[src/rtl/answer_arbiter_if.sv]
// Purpose : bundles the player submission, checker and scoreboard/LED signals of answer_arbiter.
// Latency : n/a (signal bundle only).
// Backpressure: none; players re-assert VLD until ACK. master = players/checker side, slave = arbiter.
// Signals : ANS_xP/VLD_xP/ACK_xP per player; CHK_IN/CHK_RESULT to the checker;
//           WIN, LED_RES, NEXT_Q, LOCK_xP, SCORE_xP, GAME_OVER to the display path.
interface answer_arbiter_if;
  logic [11:0] ANS_1P;
  logic        VLD_1P;
  logic [11:0] ANS_2P;
  logic        VLD_2P;
  logic [1:0]  CHK_RESULT;
  logic [11:0] CHK_IN;
  logic        ACK_1P;
  logic        ACK_2P;
  logic [1:0]  WIN;
  logic [1:0]  LED_RES;
  logic        NEXT_Q;
  logic        LOCK_1P;
  logic        LOCK_2P;
  logic [3:0]  SCORE_1P;
  logic [3:0]  SCORE_2P;
  logic        GAME_OVER;

  modport master (
    output ANS_1P, VLD_1P, ANS_2P, VLD_2P, CHK_RESULT,
    input  CHK_IN, ACK_1P, ACK_2P, WIN, LED_RES, NEXT_Q,
           LOCK_1P, LOCK_2P, SCORE_1P, SCORE_2P, GAME_OVER
  );

  modport slave (
    input  ANS_1P, VLD_1P, ANS_2P, VLD_2P, CHK_RESULT,
    output CHK_IN, ACK_1P, ACK_2P, WIN, LED_RES, NEXT_Q,
           LOCK_1P, LOCK_2P, SCORE_1P, SCORE_2P, GAME_OVER
  );
endinterface

[src/rtl/answer_arbiter.sv]
// Purpose : round controller of the two-player factorisation game; grants the shared checker,
//           judges the verdict, keeps score, applies wrong-answer lockout and requests next question.
// Latency : ACK one cycle after grant; CHK_IN held CHK_LAT+1 cycles; verdict/score/NEXT_Q visible
//           two cycles after the result is sampled, then LED held SHOW_CYC cycles.
// Backpressure: requests are only sampled in S_WAIT; dropped requests get no ACK and must be re-asserted.
// Ports   : CLK, RST (sync, active high); bus (slave modport) carries submissions, checker
//           handshake and scoreboard outputs.
module answer_arbiter #(
  parameter int CHK_LAT   = 2,
  parameter int SHOW_CYC  = 16,
  parameter int WIN_SCORE = 5
) (
  input  logic             CLK,
  input  logic             RST,
  answer_arbiter_if.slave  bus
);

  localparam int            CW        = 8;
  localparam logic [CW-1:0] CHK_LAST  = CW'(CHK_LAT);
  localparam logic [CW-1:0] SHOW_LAST = CW'(SHOW_CYC - 1);
  localparam logic [3:0]    WIN_PTS   = 4'(WIN_SCORE);

  typedef enum logic [1:0] {S_WAIT, S_CHECK, S_JUDGE, S_SHOW} state_t;

  state_t        state, state_nxt;
  logic [CW-1:0] cnt;
  logic          prio_2p;   // 1: a tie goes to 2P (1P was granted last)
  logic          owner_2p;  // owner of the answer currently in flight
  logic [1:0]    res;       // verdict sampled at the end of S_CHECK

  logic       elig_1p, elig_2p, grant_1p, grant_2p;
  logic       check_done, show_done;
  logic       verdict_ok, lock_1p_new, lock_2p_new, skip;
  logic [3:0] score_1p_inc, score_2p_inc;

  always_comb begin
    elig_1p = bus.VLD_1P && !bus.LOCK_1P && (bus.ANS_1P != 12'd0) && !bus.GAME_OVER;
    elig_2p = bus.VLD_2P && !bus.LOCK_2P && (bus.ANS_2P != 12'd0) && !bus.GAME_OVER;
    grant_1p = (state == S_WAIT) && elig_1p && (!elig_2p || !prio_2p);
    grant_2p = (state == S_WAIT) && elig_2p && (!elig_1p ||  prio_2p);

    check_done = (state == S_CHECK) && (cnt == CHK_LAST);
    show_done  = (state == S_SHOW)  && (cnt == SHOW_LAST);

    // Only 01 counts as correct; 00/10 are judged as wrong.
    verdict_ok   = (res == 2'b01);
    score_1p_inc = (bus.SCORE_1P == 4'hF) ? 4'hF : bus.SCORE_1P + 4'd1;
    score_2p_inc = (bus.SCORE_2P == 4'hF) ? 4'hF : bus.SCORE_2P + 4'd1;
    lock_1p_new  = bus.LOCK_1P || (!verdict_ok && !owner_2p);
    lock_2p_new  = bus.LOCK_2P || (!verdict_ok &&  owner_2p);
    skip         = lock_1p_new && lock_2p_new;

    state_nxt = state;
    unique case (state)
      S_WAIT:  if (grant_1p || grant_2p) state_nxt = S_CHECK;
      S_CHECK: if (check_done)           state_nxt = S_JUDGE;
      S_JUDGE:                           state_nxt = S_SHOW;
      S_SHOW:  if (show_done)            state_nxt = S_WAIT;
      default:                           state_nxt = S_WAIT;
    endcase
  end

  // State register plus per-state cycle counter (restarts on every state change).
  always_ff @(posedge CLK) begin
    if (RST) begin
      state <= S_WAIT;
      cnt   <= '0;
    end else begin
      state <= state_nxt;
      cnt   <= (state_nxt != state) ? '0 : cnt + CW'(1);
    end
  end

  always_ff @(posedge CLK) begin
    if (RST) begin
      prio_2p       <= 1'b0;
      owner_2p      <= 1'b0;
      res           <= 2'b00;
      bus.CHK_IN    <= 12'd0;
      bus.ACK_1P    <= 1'b0;
      bus.ACK_2P    <= 1'b0;
      bus.WIN       <= 2'b00;
      bus.LED_RES   <= 2'b00;
      bus.NEXT_Q    <= 1'b0;
      bus.LOCK_1P   <= 1'b0;
      bus.LOCK_2P   <= 1'b0;
      bus.SCORE_1P  <= 4'd0;
      bus.SCORE_2P  <= 4'd0;
      bus.GAME_OVER <= 1'b0;
    end else begin
      bus.ACK_1P <= grant_1p;
      bus.ACK_2P <= grant_2p;
      bus.NEXT_Q <= 1'b0;

      // CHK_IN doubles as the latched answer for the whole check.
      if (grant_1p || grant_2p) begin
        bus.CHK_IN <= grant_1p ? bus.ANS_1P : bus.ANS_2P;
        owner_2p   <= grant_2p;
        prio_2p    <= grant_1p;
      end

      if (check_done) begin
        res        <= bus.CHK_RESULT;
        bus.CHK_IN <= 12'd0;
      end

      // Judgement lands on the S_JUDGE -> S_SHOW edge, so the verdict is shown
      // for exactly the S_SHOW window and NEXT_Q follows S_JUDGE by one cycle.
      if (state == S_JUDGE) begin
        bus.WIN     <= owner_2p ? 2'b10 : 2'b01;
        bus.LED_RES <= verdict_ok ? 2'b01 : 2'b11;
        if (verdict_ok) begin
          bus.NEXT_Q  <= 1'b1;
          bus.LOCK_1P <= 1'b0;
          bus.LOCK_2P <= 1'b0;
          if (owner_2p) begin
            bus.SCORE_2P <= score_2p_inc;
            if (score_2p_inc >= WIN_PTS) bus.GAME_OVER <= 1'b1;
          end else begin
            bus.SCORE_1P <= score_1p_inc;
            if (score_1p_inc >= WIN_PTS) bus.GAME_OVER <= 1'b1;
          end
        end else if (skip) begin
          // Both players missed: skip the question.
          bus.NEXT_Q  <= 1'b1;
          bus.LOCK_1P <= 1'b0;
          bus.LOCK_2P <= 1'b0;
        end else begin
          bus.LOCK_1P <= lock_1p_new;
          bus.LOCK_2P <= lock_2p_new;
        end
      end

      if (show_done) bus.LED_RES <= 2'b00;
    end
  end

endmodule

[src/flat_wrapper.sv]
// flat-port wrapper written by rule: the top's interface ports become plain ports
module answer_arbiter_flat 
#(
  parameter int CHK_LAT   = 2,
  parameter int SHOW_CYC  = 16,
  parameter int WIN_SCORE = 5
)
  (CLK, RST, bus_ANS_1P, bus_VLD_1P, bus_ANS_2P, bus_VLD_2P, bus_CHK_RESULT, bus_CHK_IN, bus_ACK_1P, bus_ACK_2P, bus_WIN, bus_LED_RES, bus_NEXT_Q, bus_LOCK_1P, bus_LOCK_2P, bus_SCORE_1P, bus_SCORE_2P, bus_GAME_OVER);
  answer_arbiter_if bus_i ();
  input  logic CLK;
  input  logic RST;
  input wire logic [$bits(bus_i.ANS_1P)-1:0] bus_ANS_1P;
  input wire logic [$bits(bus_i.VLD_1P)-1:0] bus_VLD_1P;
  input wire logic [$bits(bus_i.ANS_2P)-1:0] bus_ANS_2P;
  input wire logic [$bits(bus_i.VLD_2P)-1:0] bus_VLD_2P;
  input wire logic [$bits(bus_i.CHK_RESULT)-1:0] bus_CHK_RESULT;
  output wire logic [$bits(bus_i.CHK_IN)-1:0] bus_CHK_IN;
  output wire logic [$bits(bus_i.ACK_1P)-1:0] bus_ACK_1P;
  output wire logic [$bits(bus_i.ACK_2P)-1:0] bus_ACK_2P;
  output wire logic [$bits(bus_i.WIN)-1:0] bus_WIN;
  output wire logic [$bits(bus_i.LED_RES)-1:0] bus_LED_RES;
  output wire logic [$bits(bus_i.NEXT_Q)-1:0] bus_NEXT_Q;
  output wire logic [$bits(bus_i.LOCK_1P)-1:0] bus_LOCK_1P;
  output wire logic [$bits(bus_i.LOCK_2P)-1:0] bus_LOCK_2P;
  output wire logic [$bits(bus_i.SCORE_1P)-1:0] bus_SCORE_1P;
  output wire logic [$bits(bus_i.SCORE_2P)-1:0] bus_SCORE_2P;
  output wire logic [$bits(bus_i.GAME_OVER)-1:0] bus_GAME_OVER;
  assign bus_i.ANS_1P = bus_ANS_1P;
  assign bus_i.VLD_1P = bus_VLD_1P;
  assign bus_i.ANS_2P = bus_ANS_2P;
  assign bus_i.VLD_2P = bus_VLD_2P;
  assign bus_i.CHK_RESULT = bus_CHK_RESULT;
  assign bus_CHK_IN = bus_i.CHK_IN;
  assign bus_ACK_1P = bus_i.ACK_1P;
  assign bus_ACK_2P = bus_i.ACK_2P;
  assign bus_WIN = bus_i.WIN;
  assign bus_LED_RES = bus_i.LED_RES;
  assign bus_NEXT_Q = bus_i.NEXT_Q;
  assign bus_LOCK_1P = bus_i.LOCK_1P;
  assign bus_LOCK_2P = bus_i.LOCK_2P;
  assign bus_SCORE_1P = bus_i.SCORE_1P;
  assign bus_SCORE_2P = bus_i.SCORE_2P;
  assign bus_GAME_OVER = bus_i.GAME_OVER;
  answer_arbiter #(.CHK_LAT(CHK_LAT), .SHOW_CYC(SHOW_CYC), .WIN_SCORE(WIN_SCORE)) u_core (.CLK(CLK), .RST(RST), .bus(bus_i));
endmodule
[config.mk]
export PLATFORM = sky130hd
export DESIGN_NAME = answer_arbiter_flat
export DESIGN_NICKNAME = d
export VERILOG_FILES = /design/src/rtl/answer_arbiter_if.sv /design/src/rtl/answer_arbiter.sv /design/src/flat_wrapper.sv
export SDC_FILE = /design/constraint.sdc
export NUM_CORES = 1
export LEC_CHECK = 0
export CAP_MARGIN = 20
export CORE_ASPECT_RATIO = 2
export CORE_MARGIN = 2
export CORE_UTILIZATION = 47
export CTS_CLUSTER_DIAMETER = 120
export DETAILED_ROUTE_END_ITERATION = 8
export GPL_TIMING_DRIVEN = 0
export PLACE_DENSITY = 0.89
export SLEW_MARGIN = 20
export SYNTH_ARGS = -nofsm -noshare
export SYNTH_HDL_FRONTEND = slang
export SYNTH_SLANG_ARGS = --single-unit
export TNS_END_PERCENT = 10
[constraint.sdc]
create_clock -name CLK -period 2.4 [get_ports CLK]
set_input_delay 0.24 -clock CLK [delete_from_list [all_inputs] [get_ports CLK]]
set_output_delay 0.24 -clock CLK [all_outputs]
set_load 0.005 [all_outputs]
==> impl_metrics.yaml <==
timing:
  setup_viol_count_final: 0
  setup-tns-final_ps: 0
  period_share: 0.839
  finalWorstPathRequiredPeriod_ps: 2010
  finClkSkew_ps: 3.58
  fmax_mhz: 496
  report.final.slew_viol_count: 0
  rsz0062_at_grt: "false"
  whs_ps: 472
  least_margin_pin_slew_ps: 548
  hold_violations: 0
  worst_slack_setup_final_ps: 385
  max-slew-margin-rel: 0.631
routing:
  drc: 0
  first_pass_iters: 4
  wirelength_um: 5170
  1st_iter_drt_viols: 31
  routed-via-count: 1963
  met2RoutedLength_um: 2670
  detail_route.vias_per_cell: 5.64
  wire_length_on_met1_um: 2130
  routed-wl-met3_um: 273
  final_antenna_net_count: 0
  top_layer: "met4"
  routed_wire_length_per_instance_um: 14.9
placement:
  pre_cts_ws_ps: 107
  port_buffers: 59
  place_area_um2: 2710
  gp_congestion: 0.858
  hpwlAfterDp_um: 3910
  post-place-cells: 340
power_and_ir_drop:
  ir_worst_vdd_mv: 0.489
  leakage_nw: 1.09
  totalPowerFinal_mw: 1.63
  power-per-cell-area_nw_per_um2: 576
grt:
  grt_start_max_net_pins: 15
  antenna_violations_before_repair: 0
  grt_pass1_wl_um: 8700
  via_count_of_the_first_global_routing_pass: 1993
  global_route.usage.total: 0.222
  grt_overflow_total: 0
floorplanning:
  chipWidth_um: 50.8
  initial_utilization: 0.483
  die_height_um: 97.5
  io_pins: 60
  core-area_um2: 4250
  fp-row-count: 34
  die_area_um2: 4950
job:
  maxCapViolations: 0
clock_network:
  clock_sinks: 44
  clock_tree_from_tritoncts: "yes"
  clockRootBuffer: "sky130_fd_sc_hd__clkbuf_8"
  path_clk_slew_ps: 80
  worst_skew_pair.late_latency_ps: 290
  numCtsBuffers: 5
  htreeDepth: 2
  cts-root-to-sink-buffers: 2
  post_cts_buffers: 0
  cts_hold_repair.buffers: 0
  cts.repair.resized: 0
hold_path:
  worst_hold_depth: 2
  worst_case_hold_path_end_point: "u_core.prio_2p"
  worst_hold_path_type: "reg2reg"
  min-delay-start: "u_core.prio_2p"
synth:
  synth.most_common_cell: "sky130_fd_sc_hd__dfxtp_1"
  postSynthRegisterBits: 44
  post_synthesis_async_set_or_reset_flop_share: 0
  ys_types: 40
  post_synth_main_area_contributors: "sky130_fd_sc_hd__dfxtp_1 (43%), sky130_fd_sc_hd__mux2i_1 (7.3%), sky130_fd_sc_hd__nor2_1 (7.1%), sky130_fd_sc_hd__a211oi_1 (4.8%), sky130_fd_sc_hd__ha_1 (3.7%)"
  synth_sequential_area_ratio: 0.429
  postSynthNetCount: 263
  synth.cell_area_um2: 2050
  synth-edff-count: 0
  synth_ff_type: "sky130_fd_sc_hd__dfxtp_1"
  synth_warnings: 0
  synth_commonest_cells: "sky130_fd_sc_hd__dfxtp_1 (44), sky130_fd_sc_hd__nor2_1 (39), sky130_fd_sc_hd__mux2i_1 (15)"
  synth.largest_area_cell: "sky130_fd_sc_hd__dfxtp_1"
  synth.top_cell.area_share: 0.429
  postSynthAreaPerCell_um2: 9.05
  synthCells: 227
critical_path:
  setup.worst_path.end_class: "flop"
  critical_path.max_fanout: 10
  reg2reg_depth: 6
  worst_setup_path_start_kind: "primary input"
  worst_setup_path_startpoint: "bus_VLD_1P"
  worstSetupPathType: "in2reg"
  required_ps: 2600
  regToRegEndpoint: "u_core.bus.CHK_IN[5]"
  timing.critical_path.arrival_ps: 2220
  ff2ff_setup_slack_ps: 390
  rr_startpoint: "u_core.bus.GAME_OVER"
layout:
  final_area_um2: 2820
  drive_gt1_frac: 0.0748
  layout.area.seq_um2: 881
  multiInputGateArea_um2: 1090
  syn_to_final_growth_pct: 37.5
  final_net_count: 329
  antenna_cells_inserted: 0
  utilization: 0.664
  n_fill_cell: 366
  layout.cells.non_filler: 348
status:
  status: "finished clean"
[routing by layer]
metal,up-vias,track usage
met5,-,0
met2,72,0.399
met3,8,0.0369
met4,0,0.0790
li1,946,-
met1,937,0.254
[final cells by class]
cell class | count | share of cell area
well taps | 54 | 0.0239
clock buffers | 5 | 0.0244
clock inverters | 3 | 0.0151
multi-input cells | 166 | 0.385
inverters | 10 | 0.0133
plain buffers | 7 | 0.0168
flip-flops and latches | 44 | 0.312
repair buffers | 59 | 0.209
[power by group]
part | leakage (nW) | switching [mW] | internal (mW)
Combinational | 0.679 | 0.120 | 0.155
Clock | 0.0541 | 0.249 | 0.308
Sequential | 0.359 | 0.0259 | 0.769
[how the worst max path moves through the flow]
stage	depth (start not counted)	to	slack (ps)
after CTS	7	u_core.bus.CHK_IN[5]	400
final	7	u_core.bus.CHK_IN[5]	390
after global routing	7	u_core.bus.CHK_IN[6]	200
after global placement	7	u_core.bus.CHK_IN[8]	140
after floorplan	6	u_core.bus.CHK_IN[10]	640
after detailed placement	7	u_core.bus.CHK_IN[8]	110
[worst max-delay path, cell delays in order]
cell	delay, ps
sky130_fd_sc_hd__clkdlybuf4s50_1	470
sky130_fd_sc_hd__or3b_1	350
sky130_fd_sc_hd__a31oi_2	320
sky130_fd_sc_hd__o311ai_4	240
sky130_fd_sc_hd__buf_8	220
sky130_fd_sc_hd__mux2i_1	120
sky130_fd_sc_hd__a211oi_1	250
[cell usage in the layout (no fill, tap or decap), drive strengths merged, types with 2 or more instances in the layout]
cell           netlist  layout
and4b                2       2
inv                 10      10
o211ai               2       2
mux2i               15      15
nand2                8       8
or3b                 2       2
a22oi                2       2
dfxtp               44      44
xor2                 3       3
a311oi               3       3
a31oi                4       4
a21oi               10      10
ha                   6       6
nand3               13      13
and3                 4       4
clkdlybuf4s50        0      59
clkbuf               2       7
nor4                 7       7
nor2b                2       2
o21ai                9       9
nor3                 3       3
nand2b               6       6
xnor2                4       4
nor2                39      39
buf                  4       4
a211oi              13      13
[logic make-up after synthesis]
group                    after synthesis  synth area share
multiplexers                          15            0.0731
AO/OA/AOI/OAI                         49             0.174
XOR/XNOR                               7            0.0298
flip-flops                            44             0.429
buffers and inverters                 17            0.0414
AND/OR/NAND/NOR                       89             0.216
adder cells (fa/ha/maj)                6            0.0365
[state kept, by name, indices dropped and copies added, names as in the netlist, 2 cells and up]
name	count
u_core.bus.CHK_IN	12
u_core.bus.LED_RES	2
u_core.bus.SCORE_1P	4
u_core.bus.SCORE_2P	4
u_core.bus.WIN	2
u_core.cnt	8
u_core.res	2
u_core.state	2
No activity file was read; power rests on OpenSTA's default activity.
